File: config.mk
export PLATFORM = sky130hd
export DESIGN_NAME = ex_mem_stage_flat
export DESIGN_NICKNAME = d
export VERILOG_FILES = /design/src/rtl/ex_mem_stage_if.sv /design/src/rtl/ex_mem_stage.sv /design/src/flat_wrapper.sv
export SDC_FILE = /design/constraint.sdc
export NUM_CORES = 1
export LEC_CHECK = 0
export ABC_AREA = 1
export CAP_MARGIN = 25
export CELL_PAD_IN_SITES_DETAIL_PLACEMENT = 1
export CELL_PAD_IN_SITES_GLOBAL_PLACEMENT = 2
export CORE_MARGIN = 1
export CORE_UTILIZATION = 18
export DETAILED_ROUTE_END_ITERATION = 16
export PLACE_DENSITY_LB_ADDON = 0.3
export SLEW_MARGIN = 20
export SYNTH_ARGS = -nofsm -noshare
export SYNTH_HDL_FRONTEND = slang
export SYNTH_SLANG_ARGS = --single-unit
File: constraint.sdc
create_clock -name clk -period 1.1 [get_ports clk]
set_input_delay 0.22 -clock clk [delete_from_list [all_inputs] [get_ports clk]]
set_output_delay 0.22 -clock clk [all_outputs]
set_load 0.01 [all_outputs]
File: src/rtl/ex_mem_stage_if.sv
// EX/MEM stage bundle: execute-side inputs, hazard controls, and the registered
// memory-stage, flag, forwarding and halt outputs.
interface ex_mem_stage_if #(
  parameter int DW = 16,
  parameter int RW = 4
);
  logic          stall_in;
  logic          flush_in;
  logic          ex_valid;
  logic [3:0]    ex_opcode;
  logic [DW-1:0] ex_alu_result;
  logic          ex_z;
  logic          ex_v;
  logic          ex_n;
  logic [RW-1:0] ex_rd;
  logic          ex_reg_wr;
  logic          ex_mem_rd;
  logic          ex_mem_wr;
  logic [DW-1:0] ex_store_data;

  logic          mem_valid;
  logic [3:0]    mem_opcode;
  logic [DW-1:0] mem_alu_result;
  logic [RW-1:0] mem_rd;
  logic          mem_reg_wr;
  logic          mem_mem_rd;
  logic          mem_mem_wr;
  logic [DW-1:0] mem_store_data;
  logic          flag_z;
  logic          flag_v;
  logic          flag_n;
  logic          fwd_valid;
  logic [RW-1:0] fwd_rd;
  logic [DW-1:0] fwd_data;
  logic          halted;

  // Upstream side: execute stage plus hazard unit.
  modport master (
    output stall_in, flush_in, ex_valid, ex_opcode, ex_alu_result,
           ex_z, ex_v, ex_n, ex_rd, ex_reg_wr, ex_mem_rd, ex_mem_wr,
           ex_store_data,
    input  mem_valid, mem_opcode, mem_alu_result, mem_rd, mem_reg_wr,
           mem_mem_rd, mem_mem_wr, mem_store_data, flag_z, flag_v, flag_n,
           fwd_valid, fwd_rd, fwd_data, halted
  );

  // The pipeline register itself.
  modport slave (
    input  stall_in, flush_in, ex_valid, ex_opcode, ex_alu_result,
           ex_z, ex_v, ex_n, ex_rd, ex_reg_wr, ex_mem_rd, ex_mem_wr,
           ex_store_data,
    output mem_valid, mem_opcode, mem_alu_result, mem_rd, mem_reg_wr,
           mem_mem_rd, mem_mem_wr, mem_store_data, flag_z, flag_v, flag_n,
           fwd_valid, fwd_rd, fwd_data, halted
  );
endinterface

File: src/rtl/ex_mem_stage.sv
// EX/MEM pipeline register with the architectural Z/V/N flags, stall/flush
// handling, forwarding from registered state and a sticky halt.
module ex_mem_stage #(
  parameter int DW = 16,
  parameter int RW = 4
) (
  input  logic           clk,
  input  logic           rst,
  ex_mem_stage_if.slave  bus
);
  localparam logic [3:0] OpAdd = 4'b0000;
  localparam logic [3:0] OpSub = 4'b0001;
  localparam logic [3:0] OpXor = 4'b0010;
  localparam logic [3:0] OpSll = 4'b0100;
  localparam logic [3:0] OpSra = 4'b0101;
  localparam logic [3:0] OpRor = 4'b0110;
  localparam logic [3:0] OpHlt = 4'b1111;

  logic          memValid_q, memValid_d;
  logic [3:0]    memOpcode_q, memOpcode_d;
  logic [DW-1:0] memResult_q, memResult_d;
  logic [RW-1:0] memRd_q, memRd_d;
  logic          memRegWr_q, memRegWr_d;
  logic          memMemRd_q, memMemRd_d;
  logic          memMemWr_q, memMemWr_d;
  logic [DW-1:0] memStore_q, memStore_d;
  logic          flagZ_q, flagZ_d;
  logic          flagV_q, flagV_d;
  logic          flagN_q, flagN_d;
  logic          halted_q, halted_d;
  logic          cap;

  assign cap = bus.ex_valid & ~bus.stall_in & ~halted_q & ~bus.flush_in;

  // Stall holds everything; otherwise a non-captured edge is a bubble that
  // clears valid and control bits but keeps the data fields.
  always_comb begin
    memValid_d  = memValid_q;
    memOpcode_d = memOpcode_q;
    memResult_d = memResult_q;
    memRd_d     = memRd_q;
    memRegWr_d  = memRegWr_q;
    memMemRd_d  = memMemRd_q;
    memMemWr_d  = memMemWr_q;
    memStore_d  = memStore_q;
    flagZ_d     = flagZ_q;
    flagV_d     = flagV_q;
    flagN_d     = flagN_q;
    halted_d    = halted_q;
    if (!bus.stall_in) begin
      if (cap) begin
        memValid_d  = 1'b1;
        memOpcode_d = bus.ex_opcode;
        memResult_d = bus.ex_alu_result;
        memRd_d     = bus.ex_rd;
        memRegWr_d  = bus.ex_reg_wr;
        memMemRd_d  = bus.ex_mem_rd;
        memMemWr_d  = bus.ex_mem_wr;
        memStore_d  = bus.ex_store_data;
        case (bus.ex_opcode)
          OpAdd, OpSub: begin
            flagZ_d = bus.ex_z;
            flagV_d = bus.ex_v;
            flagN_d = bus.ex_n;
          end
          OpXor, OpSll, OpSra, OpRor: flagZ_d = bus.ex_z;
          default: ;
        endcase
        if (bus.ex_opcode == OpHlt) begin
          halted_d = 1'b1;
        end
      end else begin
        memValid_d = 1'b0;
        memRegWr_d = 1'b0;
        memMemRd_d = 1'b0;
        memMemWr_d = 1'b0;
      end
    end
  end

  always_ff @(posedge clk) begin
    if (rst) begin
      memValid_q  <= 1'b0;
      memOpcode_q <= '0;
      memResult_q <= '0;
      memRd_q     <= '0;
      memRegWr_q  <= 1'b0;
      memMemRd_q  <= 1'b0;
      memMemWr_q  <= 1'b0;
      memStore_q  <= '0;
      flagZ_q     <= 1'b0;
      flagV_q     <= 1'b0;
      flagN_q     <= 1'b0;
      halted_q    <= 1'b0;
    end else begin
      memValid_q  <= memValid_d;
      memOpcode_q <= memOpcode_d;
      memResult_q <= memResult_d;
      memRd_q     <= memRd_d;
      memRegWr_q  <= memRegWr_d;
      memMemRd_q  <= memMemRd_d;
      memMemWr_q  <= memMemWr_d;
      memStore_q  <= memStore_d;
      flagZ_q     <= flagZ_d;
      flagV_q     <= flagV_d;
      flagN_q     <= flagN_d;
      halted_q    <= halted_d;
    end
  end

  assign bus.mem_valid      = memValid_q;
  assign bus.mem_opcode     = memOpcode_q;
  assign bus.mem_alu_result = memResult_q;
  assign bus.mem_rd         = memRd_q;
  assign bus.mem_reg_wr     = memRegWr_q;
  assign bus.mem_mem_rd     = memMemRd_q;
  assign bus.mem_mem_wr     = memMemWr_q;
  assign bus.mem_store_data = memStore_q;
  assign bus.flag_z         = flagZ_q;
  assign bus.flag_v         = flagV_q;
  assign bus.flag_n         = flagN_q;
  assign bus.halted         = halted_q;

  // Loads are excluded: their data only exists after the memory access.
  assign bus.fwd_valid = memValid_q & memRegWr_q & ~memMemRd_q & (memRd_q != '0);
  assign bus.fwd_rd    = memRd_q;
  assign bus.fwd_data  = memResult_q;
endmodule

File: src/flat_wrapper.sv
// flat-port wrapper written by rule: the top's interface ports become plain ports
module ex_mem_stage_flat 
#(
  parameter int DW = 16,
  parameter int RW = 4
)
  (clk, rst, bus_stall_in, bus_flush_in, bus_ex_valid, bus_ex_opcode, bus_ex_alu_result, bus_ex_z, bus_ex_v, bus_ex_n, bus_ex_rd, bus_ex_reg_wr, bus_ex_mem_rd, bus_ex_mem_wr, bus_ex_store_data, bus_mem_valid, bus_mem_opcode, bus_mem_alu_result, bus_mem_rd, bus_mem_reg_wr, bus_mem_mem_rd, bus_mem_mem_wr, bus_mem_store_data, bus_flag_z, bus_flag_v, bus_flag_n, bus_fwd_valid, bus_fwd_rd, bus_fwd_data, bus_halted);
  ex_mem_stage_if #(.DW(DW), .RW(RW)) bus_i ();
  input  logic clk;
  input  logic rst;
  input wire logic [$bits(bus_i.stall_in)-1:0] bus_stall_in;
  input wire logic [$bits(bus_i.flush_in)-1:0] bus_flush_in;
  input wire logic [$bits(bus_i.ex_valid)-1:0] bus_ex_valid;
  input wire logic [$bits(bus_i.ex_opcode)-1:0] bus_ex_opcode;
  input wire logic [$bits(bus_i.ex_alu_result)-1:0] bus_ex_alu_result;
  input wire logic [$bits(bus_i.ex_z)-1:0] bus_ex_z;
  input wire logic [$bits(bus_i.ex_v)-1:0] bus_ex_v;
  input wire logic [$bits(bus_i.ex_n)-1:0] bus_ex_n;
  input wire logic [$bits(bus_i.ex_rd)-1:0] bus_ex_rd;
  input wire logic [$bits(bus_i.ex_reg_wr)-1:0] bus_ex_reg_wr;
  input wire logic [$bits(bus_i.ex_mem_rd)-1:0] bus_ex_mem_rd;
  input wire logic [$bits(bus_i.ex_mem_wr)-1:0] bus_ex_mem_wr;
  input wire logic [$bits(bus_i.ex_store_data)-1:0] bus_ex_store_data;
  output wire logic [$bits(bus_i.mem_valid)-1:0] bus_mem_valid;
  output wire logic [$bits(bus_i.mem_opcode)-1:0] bus_mem_opcode;
  output wire logic [$bits(bus_i.mem_alu_result)-1:0] bus_mem_alu_result;
  output wire logic [$bits(bus_i.mem_rd)-1:0] bus_mem_rd;
  output wire logic [$bits(bus_i.mem_reg_wr)-1:0] bus_mem_reg_wr;
  output wire logic [$bits(bus_i.mem_mem_rd)-1:0] bus_mem_mem_rd;
  output wire logic [$bits(bus_i.mem_mem_wr)-1:0] bus_mem_mem_wr;
  output wire logic [$bits(bus_i.mem_store_data)-1:0] bus_mem_store_data;
  output wire logic [$bits(bus_i.flag_z)-1:0] bus_flag_z;
  output wire logic [$bits(bus_i.flag_v)-1:0] bus_flag_v;
  output wire logic [$bits(bus_i.flag_n)-1:0] bus_flag_n;
  output wire logic [$bits(bus_i.fwd_valid)-1:0] bus_fwd_valid;
  output wire logic [$bits(bus_i.fwd_rd)-1:0] bus_fwd_rd;
  output wire logic [$bits(bus_i.fwd_data)-1:0] bus_fwd_data;
  output wire logic [$bits(bus_i.halted)-1:0] bus_halted;
  assign bus_i.stall_in = bus_stall_in;
  assign bus_i.flush_in = bus_flush_in;
  assign bus_i.ex_valid = bus_ex_valid;
  assign bus_i.ex_opcode = bus_ex_opcode;
  assign bus_i.ex_alu_result = bus_ex_alu_result;
  assign bus_i.ex_z = bus_ex_z;
  assign bus_i.ex_v = bus_ex_v;
  assign bus_i.ex_n = bus_ex_n;
  assign bus_i.ex_rd = bus_ex_rd;
  assign bus_i.ex_reg_wr = bus_ex_reg_wr;
  assign bus_i.ex_mem_rd = bus_ex_mem_rd;
  assign bus_i.ex_mem_wr = bus_ex_mem_wr;
  assign bus_i.ex_store_data = bus_ex_store_data;
  assign bus_mem_valid = bus_i.mem_valid;
  assign bus_mem_opcode = bus_i.mem_opcode;
  assign bus_mem_alu_result = bus_i.mem_alu_result;
  assign bus_mem_rd = bus_i.mem_rd;
  assign bus_mem_reg_wr = bus_i.mem_reg_wr;
  assign bus_mem_mem_rd = bus_i.mem_mem_rd;
  assign bus_mem_mem_wr = bus_i.mem_mem_wr;
  assign bus_mem_store_data = bus_i.mem_store_data;
  assign bus_flag_z = bus_i.flag_z;
  assign bus_flag_v = bus_i.flag_v;
  assign bus_flag_n = bus_i.flag_n;
  assign bus_fwd_valid = bus_i.fwd_valid;
  assign bus_fwd_rd = bus_i.fwd_rd;
  assign bus_fwd_data = bus_i.fwd_data;
  assign bus_halted = bus_i.halted;
  ex_mem_stage #(.DW(DW), .RW(RW)) u_core (.clk(clk), .rst(rst), .bus(bus_i));
endmodule
Word level (Yosys, flattened, before mapping). Cells that the tools add are included.

Bits in registers: 48. Input port bits: 51. Logic and storage cells: 40.

Equal/unequal tests: 6. Multiplexer cells: 4. Bitwise operators: 10. Reductions and logical operators: 8.

Operator list (number): equality test 4 x 3 -> 1 bit, second input constant (3); AND reduction 3 bit (3); AND 1 bit (6); OR reduction 6 bit (1); equality test 4 x 1 -> 1 bit, second input constant (1); equality test 4 x 2 -> 1 bit, second input constant (1); equality test 4 bit, second input constant (1); zero test 4 bit (1); 2-to-1 mux 1 bit (4); inverter 1 bit (4); nonzero test 4 bit (1); AND reduction 2 bit (1); OR reduction 2 bit (1).

Longest topological paths before layout.
Word-level depth: 5. Gate-level depth with buffers: 7. Depth with buffers taken out: 6.

Least setup slack after synthesis. OpenSTA, ideal clock, no wires.

Path kind: flip-flop to flip-flop. From: register u_core.halted_q, in the netlist u_core.bus.halted. To: register u_core.memResult_q[1], in the netlist u_core.bus.fwd_data[1]. Library setup time: 0.116 ns. Arrival time: 0.960 ns. Data required time: 0.984 ns. Setup slack: 0.025 ns. Cell stages (with the launch flop): 8. Buffers on the path: 2. Period minus slack after synthesis: 1.075 ns. Path through: dfxtp_1 > inv_1 > nand2_1 > nor2_2 > buf_6 > buf_6 > o21ai_0 > nor2_1.

Longest elaborated chain between the ends: 4.

Ends and longest elaborated chain: start, declared (RTL line ex_mem_stage.sv:30) `logic halted_q, halted_d;`; start signal, assigned (RTL line ex_mem_stage.sv:107) `halted_q <= halted_d;`; inverter 1 bit (RTL line ex_mem_stage.sv:33) `assign cap = bus.ex_valid & ~bus.stall_in & ~halted_q & ~bus.flush_in;`; AND 1 bit (2 in series) (RTL line ex_mem_stage.sv:33); AND reduction 2 bit (no line); end signal, assigned (RTL line ex_mem_stage.sv:98) `memResult_q <= memResult_d;`; end, declared (RTL line ex_mem_stage.sv:21) `logic [DW-1:0] memResult_q, memResult_d;`.

Every way passes these cells. A chain may end at the register's enable or synchronous reset.

Final worst setup path.
From: register u_core.memRd_q[0], in the netlist u_core.bus.fwd_rd[0]. To: output bus_fwd_valid.

Longest elaborated chain between the ends: 2.

Ends and longest elaborated chain: start, declared (RTL line ex_mem_stage.sv:22) `logic [RW-1:0] memRd_q, memRd_d;`; start signal, assigned (RTL line ex_mem_stage.sv:99) `memRd_q <= memRd_d;`; nonzero test 4 bit (RTL line ex_mem_stage.sv:125) `assign bus.fwd_valid = memValid_q & memRegWr_q & ~memMemRd_q & (memRd_q != '0);`; AND 1 bit (RTL line ex_mem_stage.sv:125); end, declared (RTL line flat_wrapper.sv:35) `output wire logic [$bits(bus_i.fwd_valid)-1:0] bus_fwd_valid;`.

Every way passes these cells.

==> summary.txt <==
Status
  • Run status: finished with violations
  • Violated checks: setup timing

Global routing
  • Initial antenna violation count: 0
  • Overall Global Routing Usage: 0.1293
  • Total congestion overflow: 0
  • Wire length of the first global-routing pass: 11,010 µm
  • Largest net degree at the start of global routing: 44
  • Vias in the first global route: 2,159

Placed design
  • Placer Congestion: 0.6408
  • Instance area at placement: 3237 µm²
  • Detail Placement HPWL: 4678 µm
  • Port Buffers: 119
  • Cell Count Post-Placement: 496

Setup path
  • Cell chain of the critical path: nor2_2 -> nand2_1 -> nand4_1 -> inv_1 -> buf_6
  • Top cell family by delay on the critical path: flip-flops
  • Critical Path End Type: output pin
  • Worst path buffer plus inverter count: 2
  • Top fanout value on the critical path: 2
  • Max incr delay on CP: 340 ps
  • Worst-path cell with the longest stage delay: dfxtp_2
  • Critical path startpoint category: flop
  • Critical path arrival: 1030 ps
  • Worst EP required: 880 ps
  • Class of the most critical setup path: reg -> out

Job
  • Max-cap violation count: 0

Yosys
  • Number of cells produced by synthesis: 254
  • Synth Register Bits: 48
  • Most used standard cells in the synthesized netlist: nor2_1 (92), dfxtp_1 (48), o21ai_0 (30)
  • Most common cell in the synthesized netlist: nor2_1
  • EDFF count, synth: 0
  • Top cell type's share of synthesized area: 0.5023
  • Net count after synthesis: 305
  • Combined area of all synthesized cells: 1913 µm²
  • Largest cells by area after synthesis: dfxtp_1 (50%), nor2_1 (18%), buf_4 (7.8%)
  • Post-synth cell types: 16
  • Predominant post-synthesis flop cell: dfxtp_1
  • Sequential element share of the synthesized area: 0.5023
  • Area leader, netlist: dfxtp_1
  • Synthesized area per cell: 7.532 µm²
  • Number of synthesis warnings: 0
  • Async SR Flop Fraction: 0

Detailed routing
  • Drc violations: 0
  • Iteration-0 DRC Markers: 40
  • Count of nets left with antenna violations after detail routing: 0
  • First drt pass iteration count: 4
  • Routed vias: 2,173
  • Avg Vias per Cell: 4.100
  • Routed wirelength normalized by instance count: 14.11 µm
  • Total Wirelength: 7479 µm

Clocking
  • Sinks on Clock Net: 48
  • Total CTS buffers: 5
  • Clock tree from TritonCTS: yes
  • Hold buffer count at CTS: 0
  • Clock-pin transition on the worst setup and hold timing paths: 90 ps
  • Root Buffer: clkbuf_8
  • CTS max path bufs: 2
  • Clock H-tree levels: 2
  • Later-pin clock latency in the skew report: 290 ps

Floorplan
  • Row Count: 37
  • Starting density of the core: 0.1853
  • Die Area: 11,050 µm²
  • Die span in y: 105.1 µm
  • IO Count: 120
  • Area of the core region: 10,320 µm²
  • Die width: 105.1 µm

Cells and area
  • Total Nets Final: 444
  • Post-route cell area: 4005 µm²
  • End-of-flow core utilization: 0.3880
  • Final non-filler cell total: 530
  • Area delta synth->final: 109.4%
  • Antenna Cells: 0
  • Share of cells above drive strength 1: 0.6751

STA
  • Post-route fraction of the period consumed by the critical path: 1.139
  • Final Max Tran Viols: 0
  • Setup violations, final: 49
  • Max Freq: 798.1 MHz
  • RSZ-0062 raised after global routing: true
  • TNS Setup: -1150 ps
  • Final worst path period need: 1253 ps
  • Worst relative slew slack: 0.7932
  • Transition at the pin with the smallest max-transition slack: 310.3 ps
  • Fin Clk Skew: 5.087 ps
  • Setup slack of the critical path after layout: -153.0 ps
  • Final number of hold-violating endpoints: 0

Pwr
  • Share of total power consumed by net switching: 0.2568
  • Power per cell area: 1056 nW/µm²
  • Standby leakage power: 1.775 nW
  • Portion of total power attributed to sequential cells: 0.447
  • NetSw: 1.086 mW
  • Combinational fraction of design power: 0.221
  • Worst ir drop on vdd: 0.4255 mV
  • Clock share of power: 0.332
  • Cell-internal power: 3.143 mW
  • Final Power: 4.229 mW

Worst hold path
  • Worst hold path class: reg -> reg
-- sequential cells by signal, summed over array words and instances (netlist names), 4 cells and up --
name                       count
u_core.bus.mem_store_data     16
u_core.bus.fwd_rd              4
u_core.bus.mem_opcode          4
u_core.bus.fwd_data           16
-- path summary, 6_finish.rpt --
path | from | to | slack (ps) | cells after the start
min reg2reg | u_core.bus.flag_v | u_core.bus.flag_v | 480 | 2
max reg2reg | u_core.bus.halted | u_core.bus.mem_store_data[5] | -60 | 7
min | u_core.bus.flag_v | u_core.bus.flag_v | 480 | 2
max | u_core.bus.fwd_rd[0] | bus_fwd_valid | -150 | 5
-- through the flow --
| stage | hold slack [ps] | setup slack [ps] |
|---|---|---|
| 2_1_floorplan | 289.1 | 24.53 |
| 5_1_grt | 491.6 | -257.6 |
| 3_5_place_dp | 480.5 | -494.7 |
| 4_1_cts | 465.7 | -199.8 |
| 3_3_place_gp | 462.4 | -472.8 |
| 6_report | 479.2 | -153.0 |
-- power groups by stage --
stage / clock (mW) / combinational, mW / sequential (mW)
floorplan: 0 / 0.228 / 1.94
finish: 1.41 / 0.933 / 1.89
global placement: 0 / 0.731 / 1.90
global route: 1.57 / 1.00 / 1.90
detailed placement: 0 / 0.737 / 1.91
CTS: 1.48 / 0.820 / 1.89
-- per-layer routing --
metal  part of all wire  routed length [µm]  vias to the layer above  track usage
li1                   -                   -                     1058            -
met1               0.43                3225                     1031       0.1587
met2               0.50                3741                       80       0.2271
met3              0.062                 465                        4      0.03805
met4             0.0062                  46                        0      0.01811
met5                  0                   0                        -            0
-- repair_timing --
action / 4_1_cts / 5_1_grt
setup buffers: 7 / 15
pin swaps: 21 / 37
resized for setup: 382 / 140
setup endpoints to repair: 116 / 85
gates cloned: 5 / 3
-- worst reg2reg max path, stage by stage (launching register included) --
cell	delay (ps)
dfxtp_4	370
inv_2	60
nand2_2	50
nor2_4	130
buf_12	150
buf_12	140
o21ai_2	60
nor2_1	130
-- area by class of cell --
cell class	instances	area, µm²
multi-input combinational	163	1151
tap	136	170.2
clock inverter	1	30.03
sequential	48	1022
inverter	11	41.29
clock buffer	7	96.34
timing repair buffer	164	1494
fill	1191	6319
-- placed cells by master, fill, tap and decap left out --
cell type,synthesis,routed
clkbuf_8,0,7
nor2_2,1,16
nand3_2,1,3
nand2_1,18,11
dlygate4sd2_1,0,3
buf_6,3,21
a21oi_1,6,2
dfxtp_4,0,1
nand2_2,0,4
buf_16,0,2
clkdlybuf4s50_1,0,47
bufinv_16,0,1
o21ai_4,0,1
inv_1,10,8
o21ai_1,10,6
buf_2,7,56
buf_12,0,9
inv_2,1,3
nand3_4,0,2
nand2_4,0,3
buf_8,0,2
nor2_1,92,49
clkbuf_16,0,2
o21ai_2,0,33
nor2_4,0,28
a21oi_2,0,4
dfxtp_2,0,46
buf_4,20,22
dfxtp_1,48,1
nand4_1,1,1
-- cell families after synthesis --
group           after synthesis  share of synthesized area
compound gates               46                     0.1203
buf+inv                      44                     0.1419
flops                        48                     0.5023
simple gates                116                     0.2354
Power figures use the tool's default switching activity.
